<file path="src/rtl/mips_mem_pkg.sv">
// mips_mem_pkg: shared arbiter state encoding, port ids and default memory widths
package mips_mem_pkg;

    typedef enum logic {IF_PRIO, DR_FORCE} arb_state_t;

    localparam logic PORT_IF = 1'b0;
    localparam logic PORT_DR = 1'b1;

    localparam int DEF_DATA_WIDTH = 32;
    localparam int DEF_ADDR_WIDTH = 10;

endpackage

</file>
<file path="src/rtl/arb_starve_cnt.sv">
// arb_starve_cnt: saturating count of consecutive denied DR cycles; hit flags the cycle whose denial reaches LIMIT
module arb_starve_cnt #(
    parameter int LIMIT = 4
) (
    input  logic clk,
    input  logic rst_n,
    input  logic inc,
    input  logic clr,
    output logic hit
);

    localparam int W = $clog2(LIMIT + 1);
    localparam logic [W-1:0] LIM = LIMIT[W-1:0];

    logic [W-1:0] cnt, cnt_nxt;

    // next count: clear wins, otherwise increment until saturated at LIM
    always_comb begin
        cnt_nxt = clr ? '0 : (inc && cnt != LIM) ? cnt + 1'b1 : cnt;
        hit     = inc && !clr && cnt_nxt == LIM;
    end

    // count register
    always_ff @(posedge clk or negedge rst_n) begin
        if (!rst_n)
            cnt <= '0;
        else
            cnt <= cnt_nxt;
    end

endmodule

</file>
<file path="src/rtl/rom_port_arbiter.sv">
// rom_port_arbiter: shares one combinational ROM between fetch (IF) and data read (DR),
// one grant per cycle, registered read data; optional range check via ROM_RANGE_CHECK_EN
module rom_port_arbiter
    import mips_mem_pkg::*;
#(
    parameter int DATA_WIDTH   = DEF_DATA_WIDTH,
    parameter int ADDR_WIDTH   = DEF_ADDR_WIDTH,
    parameter int ROM_DEPTH    = 256,
    parameter int STARVE_LIMIT = 4
) (
    input  logic                  clk,
    input  logic                  rst_n,
    input  logic                  if_req,
    input  logic [ADDR_WIDTH-1:0] if_addr,
    output logic                  if_gnt,
    output logic                  if_rvalid,
    output logic [DATA_WIDTH-1:0] if_rdata,
    input  logic                  dr_req,
    input  logic [ADDR_WIDTH-1:0] dr_addr,
    output logic                  dr_gnt,
    output logic                  dr_rvalid,
    output logic [DATA_WIDTH-1:0] dr_rdata,
`ifdef ROM_RANGE_CHECK_EN
    output logic                  if_err,
    output logic                  dr_err,
`endif
    output logic [ADDR_WIDTH-1:0] rom_addr,
    input  logic [DATA_WIDTH-1:0] rom_data
);

    if (STARVE_LIMIT < 1 || ROM_DEPTH < 1) begin : g_bad_param
        $error("rom_port_arbiter: STARVE_LIMIT and ROM_DEPTH must be >= 1");
    end

    arb_state_t            state, state_nxt;
    logic                  win;
    logic                  hit;
    logic [ADDR_WIDTH-1:0] last_addr;
    logic [DATA_WIDTH-1:0] cap;

    arb_starve_cnt #(.LIMIT(STARVE_LIMIT)) u_starve (
        .clk  (clk),
        .rst_n(rst_n),
        .inc  (dr_req && !dr_gnt),
        .clr  (!dr_req || dr_gnt),
        .hit  (hit)
    );

`ifdef ROM_RANGE_CHECK_EN
    localparam logic [ADDR_WIDTH:0] DEPTH = ROM_DEPTH[ADDR_WIDTH:0];
    logic oor;
    assign oor = {1'b0, rom_addr} >= DEPTH;
    assign cap = oor ? '0 : rom_data;
`else
    assign cap = rom_data;
`endif

    // grant, ROM address mux and next arbitration state
    always_comb begin
        if_gnt    = if_req && (state == IF_PRIO || !dr_req);
        dr_gnt    = dr_req && !if_gnt;
        win       = if_gnt ? PORT_IF : PORT_DR;
        rom_addr  = (if_gnt || dr_gnt) ? ((win == PORT_IF) ? if_addr : dr_addr) : last_addr;
        state_nxt = (state == IF_PRIO) ? (hit ? DR_FORCE : IF_PRIO)
                                       : ((dr_gnt || !dr_req) ? IF_PRIO : DR_FORCE);
    end

    // arbitration state register
    always_ff @(posedge clk or negedge rst_n) begin
        if (!rst_n)
            state <= IF_PRIO;
        else
            state <= state_nxt;
    end

    // response registers: winner captures the ROM word, losers keep their data
    always_ff @(posedge clk or negedge rst_n) begin
        if (!rst_n) begin
            if_rvalid <= 1'b0;
            dr_rvalid <= 1'b0;
            if_rdata  <= '0;
            dr_rdata  <= '0;
            last_addr <= '0;
        end else begin
            if_rvalid <= if_gnt;
            dr_rvalid <= dr_gnt;
            last_addr <= rom_addr;
            if (if_gnt)
                if_rdata <= cap;
            if (dr_gnt)
                dr_rdata <= cap;
        end
    end

`ifdef ROM_RANGE_CHECK_EN
    // error flags pulse alongside the rvalid of an out-of-range read
    always_ff @(posedge clk or negedge rst_n) begin
        if (!rst_n) begin
            if_err <= 1'b0;
            dr_err <= 1'b0;
        end else begin
            if_err <= if_gnt && oor;
            dr_err <= dr_gnt && oor;
        end
    end
`endif

endmodule

</file>
<file path="config.mk">
export PLATFORM = sky130hd
export DESIGN_NAME = rom_port_arbiter
export DESIGN_NICKNAME = d
export VERILOG_FILES = /design/src/rtl/mips_mem_pkg.sv /design/src/rtl/arb_starve_cnt.sv /design/src/rtl/rom_port_arbiter.sv
export SDC_FILE = /design/constraint.sdc
export NUM_CORES = 1
export LEC_CHECK = 0
export ABC_AREA = 1
export BUFFER_PORTS_ARGS = -buffer_cell sky130_fd_sc_hd__buf_4
export CORE_UTILIZATION = 46
export DETAILED_ROUTE_END_ITERATION = 12
export GPL_ROUTABILITY_DRIVEN = 1
export PLACE_DENSITY = 0.8
export SLEW_MARGIN = 20
export SYNTH_ARGS = -nofsm -noshare
export SYNTH_HDL_FRONTEND = slang
export SYNTH_SLANG_ARGS = --single-unit
</file>
<file path="constraint.sdc">
create_clock -name clk -period 3.1 [get_ports clk]
set_clock_uncertainty 0.2 [all_clocks]
set_input_delay 0.155 -clock clk [delete_from_list [all_inputs] [get_ports clk]]
set_output_delay 0.155 -clock clk [all_outputs]
set_load 0.03 [all_outputs]
</file>
==> summary.md, run 1 <==
| Metric | Value |
|---|---|
| GPL Wtd Cong | `0.7750` |
| Final Core Density | `0.7348` |
| Largest area contributor in the netlist | `dfrtp_1` |
| CP arrival | `2.49 ns` |
| CP max-delay cell | `dlygate4sd3_1` |
| GRT Total Usage | `0.2246` |
| Post CTS Setup Buffer Count | `0` |
| # setup viols final | `0` |
| Rel. slew slack | `0.3358` |
| Hold Crit Class | `primary input to flop` |
| Iteration-0 DRC Markers | `131` |
| Die width | `86.26 um` |
| Fmax | `405.8 MHz` |
| Post-synthesis sequential area ratio | `0.6130` |
| Post-synth EDFFs | `0` |
| Initial antenna violation count | `0` |
| Hold_ws | `0.02798 ns` |
| Largest net degree at the start of global routing | `81` |
| Status | `completed` |
| Nets | `566` |
| Number of global-route vias before repair | `2,821` |
| Crit-path max FO | `41` |
| Clk root buf | `clkbuf_8` |
| Seq cells post-synth | `80` |
| Synth top area cells | `dfrtp_1, nand2_1, o21ai_2` |
| Post-synthesis area per instance | `10.02 um^2` |
| Period minus WS final | `2.464 ns` |
| # clock sinks | `80` |
| Vias | `2,882` |
| Top cell by count, worst path | `nand2_1` |
| RSZ-0062 raised after global routing | `false` |
| Worst setup path category | `flop to flop` |
| Maximum vdd drop | `296.8 uV` |
| Placed insts | `540` |
| Worst r2r src | `state` |
| Final ANT Viol Nets | `0` |
| Multi-input logic area | `959.7 um^2` |
| Crit end category | `flop` |
| LEAKAGE | `2.613 nW` |
| Max_cap viols | `0` |
| Mapped Cells | `326` |
| Worst r2r dst | `last_addr[0]` |
| Reg area | `2002 um^2` |
| Mapped Nets | `384` |
| CP required | `3.12 ns` |
| CTS Buf Count | `9` |
| PortBufs | `133` |
| CP Cell Sequence | `nand2_1 -> nand2_2 -> inv_1 -> nand2_1 -> nand3_1 -> dlygate4sd3_1` |
| Area of the die | `7440 um^2` |
| Ratio of final minimum period to clock period | `0.7949` |
| Hold Path End | `u_starve.cnt[1]` |
| Final-report hold violation count | `0` |
| Post-Route WL | `8195 um` |
| Top cells by count, synth | `nand2_1, dfrtp_1, inv_1` |
| CTS H-Tree Depth | `3` |
| Vias per cell | `4.732` |
| Inserted Diodes | `0` |
| Slew Viols, Final | `0` |
| IO Pins | `134` |
| CTS tree | `done` |
| Hold_sp | `if_req` |
| Final HPWL DP | `4915 um` |
| WL/cell | `13.46 um` |
| Drt drc | `0` |
| Core Region | `6832 um^2` |
| Clk buf depth | `2` |
| Pwr dens | `559.7 nW/um^2` |
| Worst skew pair latency | `0.34 ns` |
| Worst reg2reg setup slack | `0.64 ns` |
| Main synth FF type | `dfrtp_1` |
| Ys Warns | `0` |
| GR Overflow Total | `0` |
| Initial Util | `0.4780` |
| Async S/R FF share, synth | `1.000` |
| Synth-to-layout area growth | `53.72%` |
| First-pass GRT wire length | `12,920 um` |
| Die H | `86.26 um` |
| Cell Area, Synth | `3266 um^2` |
| Pre-Repair DR Iteration Count | `4` |
| R2R depth | `6` |
| Hold Crit Depth | `5` |
| Share of the synthesized area in the top cell type | `0.6130` |
| Yosys cell types | `15` |
| Slew @ Worst Pin | `0.9963 ns` |
| Layout cells sized above 1 | `0.3587` |
| Filler cells | `502` |
| Row cnt | `30` |
| Startpoint types | `flop` |
| Clock transition at path regs | `0.07 ns` |
| Most frequent cell after synthesis | `nand2_1` |
| CP peak stage delay | `0.58 ns` |
| Layout Cells excl Fill | `609` |
| Total power | `2.810 mW` |
| Setup TNS | `0 ns` |
## worst max-delay path: cells and delay by family, from the launching register on
family,cells,cell delay [ns]
buf+inv,2,0.96
simple gates,4,0.83
flops,1,0.35
## worst max path at each step
stage                     start      endpoint  slack, ns  cells after the start
after floorplan           state  last_addr[3]       1.54                      6
after global placement    state  dr_rdata[31]       0.99                      6
after detailed placement  state  dr_rdata[22]       0.91                      6
after CTS                 state   rom_addr[8]       0.68                      6
after global routing      state   rom_addr[3]       0.47                      6
final                     state  last_addr[0]       0.64                      6
## cell type report
class	instances	area share
Sequential cell	80	0.3988
Timing Repair Buffer	188	0.3076
Multi-Input combinational cell	187	0.1912
Inverter	42	0.03141
Clock buffer	11	0.02617
Tap cell	96	0.02393
Clock inverter	5	0.02094
## registers in the layout (all words and copies together) (netlist names)
signal / cells
if_rdata: 32
if_rvalid: 1
dr_rvalid: 1
last_addr: 10
dr_rdata: 32
u_starve.cnt: 3
state: 1
## repair_timing
item / in CTS / in global routing
hold buffers: 53 / 0
hold endpoints to repair: 154 / 0
resized for setup: 0 / 0
## cell families after synthesis
family / share of synthesized area
AND/OR/NAND/NOR: 0.1513
flip-flops: 0.6130
AO/OA/AOI/OAI: 0.1349
buffers and inverters: 0.09310
adder cells (fa/ha/maj): 0.007662
## layout by cell type, fill, tap and decap left out, drive strengths merged, types with 2 or more instances in the layout
master	instances
buf	135
bufinv	3
clkbuf	11
clkinvlp	2
dfrtp	80
dlygate4sd3	53
ha	2
inv	41
nand2	93
nand3	26
o21ai	64
## metrics by stage
step                cell area (um^2)  setup slack (ns)
global placement                4253            0.9907
global route                    5020            0.4741
floorplan                       3266             1.544
CTS                             5020            0.6817
finish                          5020            0.6358
detailed placement              4253            0.9144
## report_power, final
group / internal, mW / switching (mW) / total [mW] / leakage [nW]
Clock: 0.536 / 0.364 / 0.900 / 0.110
Combinational: 0.288 / 0.416 / 0.704 / 1.52
Sequential: 1.15 / 0.0588 / 1.21 / 0.986
## routing by layer
layer / wire length, um / up-vias / track usage
li1: - / 1387 / -
met1: 3225 / 1357 / 0.2662
met2: 4323 / 118 / 0.4019
met3: 470 / 20 / 0.04476
met4: 175 / 0 / 0.08788
met5: 0 / - / 0
Power figures use the tool's default switching activity.
==> inputs of run 2 (changes only) <==
--- a/config.mk
+++ b/config.mk
@@ -7,10 +7,10 @@
 export LEC_CHECK = 0
 export ABC_AREA = 1
 export BUFFER_PORTS_ARGS = -buffer_cell sky130_fd_sc_hd__buf_4
-export CORE_UTILIZATION = 46
+export CORE_UTILIZATION = 43
 export DETAILED_ROUTE_END_ITERATION = 12
 export GPL_ROUTABILITY_DRIVEN = 1
-export PLACE_DENSITY = 0.8
+export PLACE_DENSITY = 0.78
 export SLEW_MARGIN = 20
 export SYNTH_ARGS = -nofsm -noshare
 export SYNTH_HDL_FRONTEND = slang
==> constraint.sdc (replaced) <==
create_clock -name clk -period 2 [get_ports clk]
set_clock_uncertainty 0.2 [all_clocks]
set_input_delay 0.1 -clock clk [delete_from_list [all_inputs] [get_ports clk]]
set_output_delay 0.1 -clock clk [all_outputs]
set_load 0.03 [all_outputs]
==> run 2 against run 1 <==
  * Sequential share of layout area down 1.2 points
  * Combinational power up 61%
  * Register-to-register slack worse by 0.59 ns
  * Die area up 6.8%
  * Count of clock-buffer cells in the layout down 2
  * Setup slack worse by 0.63 ns
  * First-iteration DRC count down 12%
  * Largest cell class unchanged
  * Clock power up 30%
  * Sequential power up 55%
  * Cell count up 2.8%
  * Hold slack worse by 0.0067 ns
  * Global-route usage down 1.7 points
==> summary.md, run 2 (synthesis results as in run 1) <==
| Metric | Value |
|---|---|
| Status | `completed` |
| P_int | `2.827 mW (+43%)` |
| Iteration-0 DRC Markers | `115 (-12%)` |
| Crit end category | `flop` |
| Maximum vdd drop | `452.6 uV (+52%)` |
| Crit-path max FO | `6 (-85%)` |
| Slew @ Worst Pin | `0.5657 ns (-0.4306 ns)` |
| Inserted Diodes | `0 (unchanged)` |
| CTS tree | `done` |
| CP max-delay cell | `dlygate4sd3_1` |
| Ratio of final minimum period to clock period | `0.9956` |
| CP arrival | `2.02 ns (-0.47 ns)` |
| Row cnt | `31 (+3.3%)` |
| Final HPWL DP | `5154 um (+4.9%)` |
| CTS H-Tree Depth | `3 (unchanged)` |
| Largest net degree at the start of global routing | `75 (-7.4%)` |
| Biggest regs | `dr_rdata x32, if_rdata x32, last_addr x10` |
| CP bufs+invs | `5 (+3)` |
| Hold_ws | `0.02129 ns (-0.006683 ns)` |
| IO Pins | `134 (unchanged)` |
| Clk pwr share | `0.280 (-0.040)` |
| Crit path depth | `10 (+4)` |
| Area of the die | `7947 um^2 (+6.8%)` |
| Synth-to-layout area growth | `58.31%` |
| Number of global-route vias before repair | `2,667 (-5.5%)` |
| Nets | `581 (+2.7%)` |
| Sw Pwr | `1.342 mW (+60%)` |
| Combinational fraction of design power | `0.272 (+0.022)` |
| Worst skew pair latency | `0.34 ns (about the same)` |
| Share of power burned in registers | `0.448 (+0.019)` |
| Worst setup path category | `primary input to flop` |
| Final-report hold violation count | `0 (unchanged)` |
| Die H | `89.15 um (+3.4%)` |
| PortBufs | `133 (unchanged)` |
| Pre-Repair DR Iteration Count | `4 (unchanged)` |
| Commonest non-fill, non-tap cell in the layout | `buf_4` |
| Switch share | `0.3219 (+0.02318)` |
| Clock transition at path regs | `0.08 ns (about the same)` |
| Worst reg2reg setup slack | `0.05 ns (-0.59 ns)` |
| CTS Buf Count | `9 (unchanged)` |
| Die width | `89.15 um (+3.4%)` |
| Placed insts | `545 (+0.93%)` |
| Fmax | `502.2 MHz` |
| Layout cells sized above 1 | `0.3833 (+0.02463)` |
| Worst r2r dst | `last_addr[3]` |
| # clock sinks | `80 (unchanged)` |
| Vias | `2,919 (+1.3%)` |
| Crit. Startpoint | `dr_req` |
| Post-Route WL | `8520 um (+4.0%)` |
| Setup crit end | `last_addr[3]` |
| Period minus WS final | `1.991 ns` |
| CP Cell Sequence | `dlygate4sd3_1 -> buf_4 -> nand2_2 -> nand2_4 -> nand2_4 -> clkinvlp_4 -> buf_4 -> nand2_1 -> nand3_1 -> dlygate4sd3_1` |
| Vias per cell | `4.663 (-1.5%)` |
| RSZ-0062 raised after global routing | `true` |
| Final Core Density | `0.7090 (-0.02581)` |
| # setup viols final | `0 (unchanged)` |
| Initial Util | `0.4478 (-0.03018)` |
| Clk root buf | `clkbuf_8` |
| Initial antenna violation count | `0 (unchanged)` |
| Startpoint types | `primary input` |
| LEAKAGE | `2.687 nW (+2.8%)` |
| GPL Wtd Cong | `0.7078 (-8.7%)` |
| Total power | `4.170 mW (+48%)` |
| Layout Cells excl Fill | `626 (+2.8%)` |
| CP peak stage delay | `0.58 ns (about the same)` |
| Drt drc | `0 (unchanged)` |
| Largest delay share family, worst path | `buffers and inverters` |
| WL/cell | `13.61 um (+1.1%)` |
| Final ANT Viol Nets | `0 (unchanged)` |
| CP required | `2.03 ns (-1.09 ns)` |
| Commonest cells after routing, fill and taps aside | `buf_4, nand2_1, dfrtp_1` |
| Setup TNS | `0 ns (unchanged)` |
| GRT Total Usage | `0.2071 (-0.01743)` |
| Core Region | `7292 um^2 (+6.7%)` |
| GR Overflow Total | `0 (unchanged)` |
| First-pass GRT wire length | `12,390 um (-4.2%)` |
| Clk buf depth | `2 (unchanged)` |
| Worst r2r src | `state` |
| Hold Crit Depth | `4 (-1)` |
| Slew Viols, Final | `0 (unchanged)` |
| R2R depth | `8 (+2)` |
| Rel. slew slack | `0.6229 (+0.2870)` |
| Hold Crit Class | `primary input to flop` |
| Pwr dens | `806.5 nW/um^2 (+44%)` |
| Max_cap viols | `0 (unchanged)` |
## run 2: layer usage
metal / track usage / up-vias / wire length (um)
li1: - / 1423 / -
met5: 0 / - / 0
met3: 0.04986 / 10 / 410
met2: 0.3532 / 91 / 4314
met4: 0.06638 / 0 / 90
met1: 0.2608 / 1395 / 3705
## run 2: worst min path at each step
stage	slack, ns	to	startpoint
global placement	-0.07	if_rdata[14]	rst_n
finish	0.02	last_addr[2]	if_addr[2]
floorplan	-0.40	dr_rdata[0]	rst_n
detailed placement	-0.07	if_rdata[13]	rst_n
global route	0.04	last_addr[2]	if_addr[2]
CTS	0.11	if_rdata[13]	rst_n
## run 2: worst reg2reg max path: stages, from the launching register on
cell	delay (ns)
dfrtp_1	0.39
nand2_2	0.09
nand2_4	0.09
nand2_4	0.09
clkinvlp_4	0.09
buf_4	0.16
nand2_1	0.06
nand3_1	0.08
dlygate4sd3_1	0.58
## run 2: power by group through the flow
stage                     combinational, mW  clock, mW  sequential, mW
final                                  1.13       1.17            1.87
after global placement                0.989          0            1.89
after CTS                              1.11       1.20            1.87
after floorplan                       0.300          0            2.17
after global routing                   1.21       1.27            1.89
after detailed placement               1.01          0            1.90
## run 2: repair_timing
| item | 4_1_cts | 5_1_grt |
|---|---|---|
| setup endpoints to repair | 0 | 20 |
| resized for setup | 0 | 10 |
| hold buffers | 55 | 2 |
| buffers inserted | 0 | 10 |
| hold endpoints to repair | 154 | 2 |
## run 2: cell type report
cell class | count | area (um^2)
clock buffer | 9 | 123.9
clock inverter | 6 | 70.07
fill | 568 | 2122
inverter | 42 | 165.2
multi-input combinational | 187 | 977.2
sequential | 80 | 2002
tap | 99 | 123.9
timing repair buffer | 203 | 1708
## run 2: through the flow
step	cell area (um^2)	worst slack, ns
global placement	4297	0.5041
CTS	5041	0.02970
detailed placement	4297	0.4274
finish	5170	0.008882
global route	5170	-0.02525
floorplan	3266	0.4439
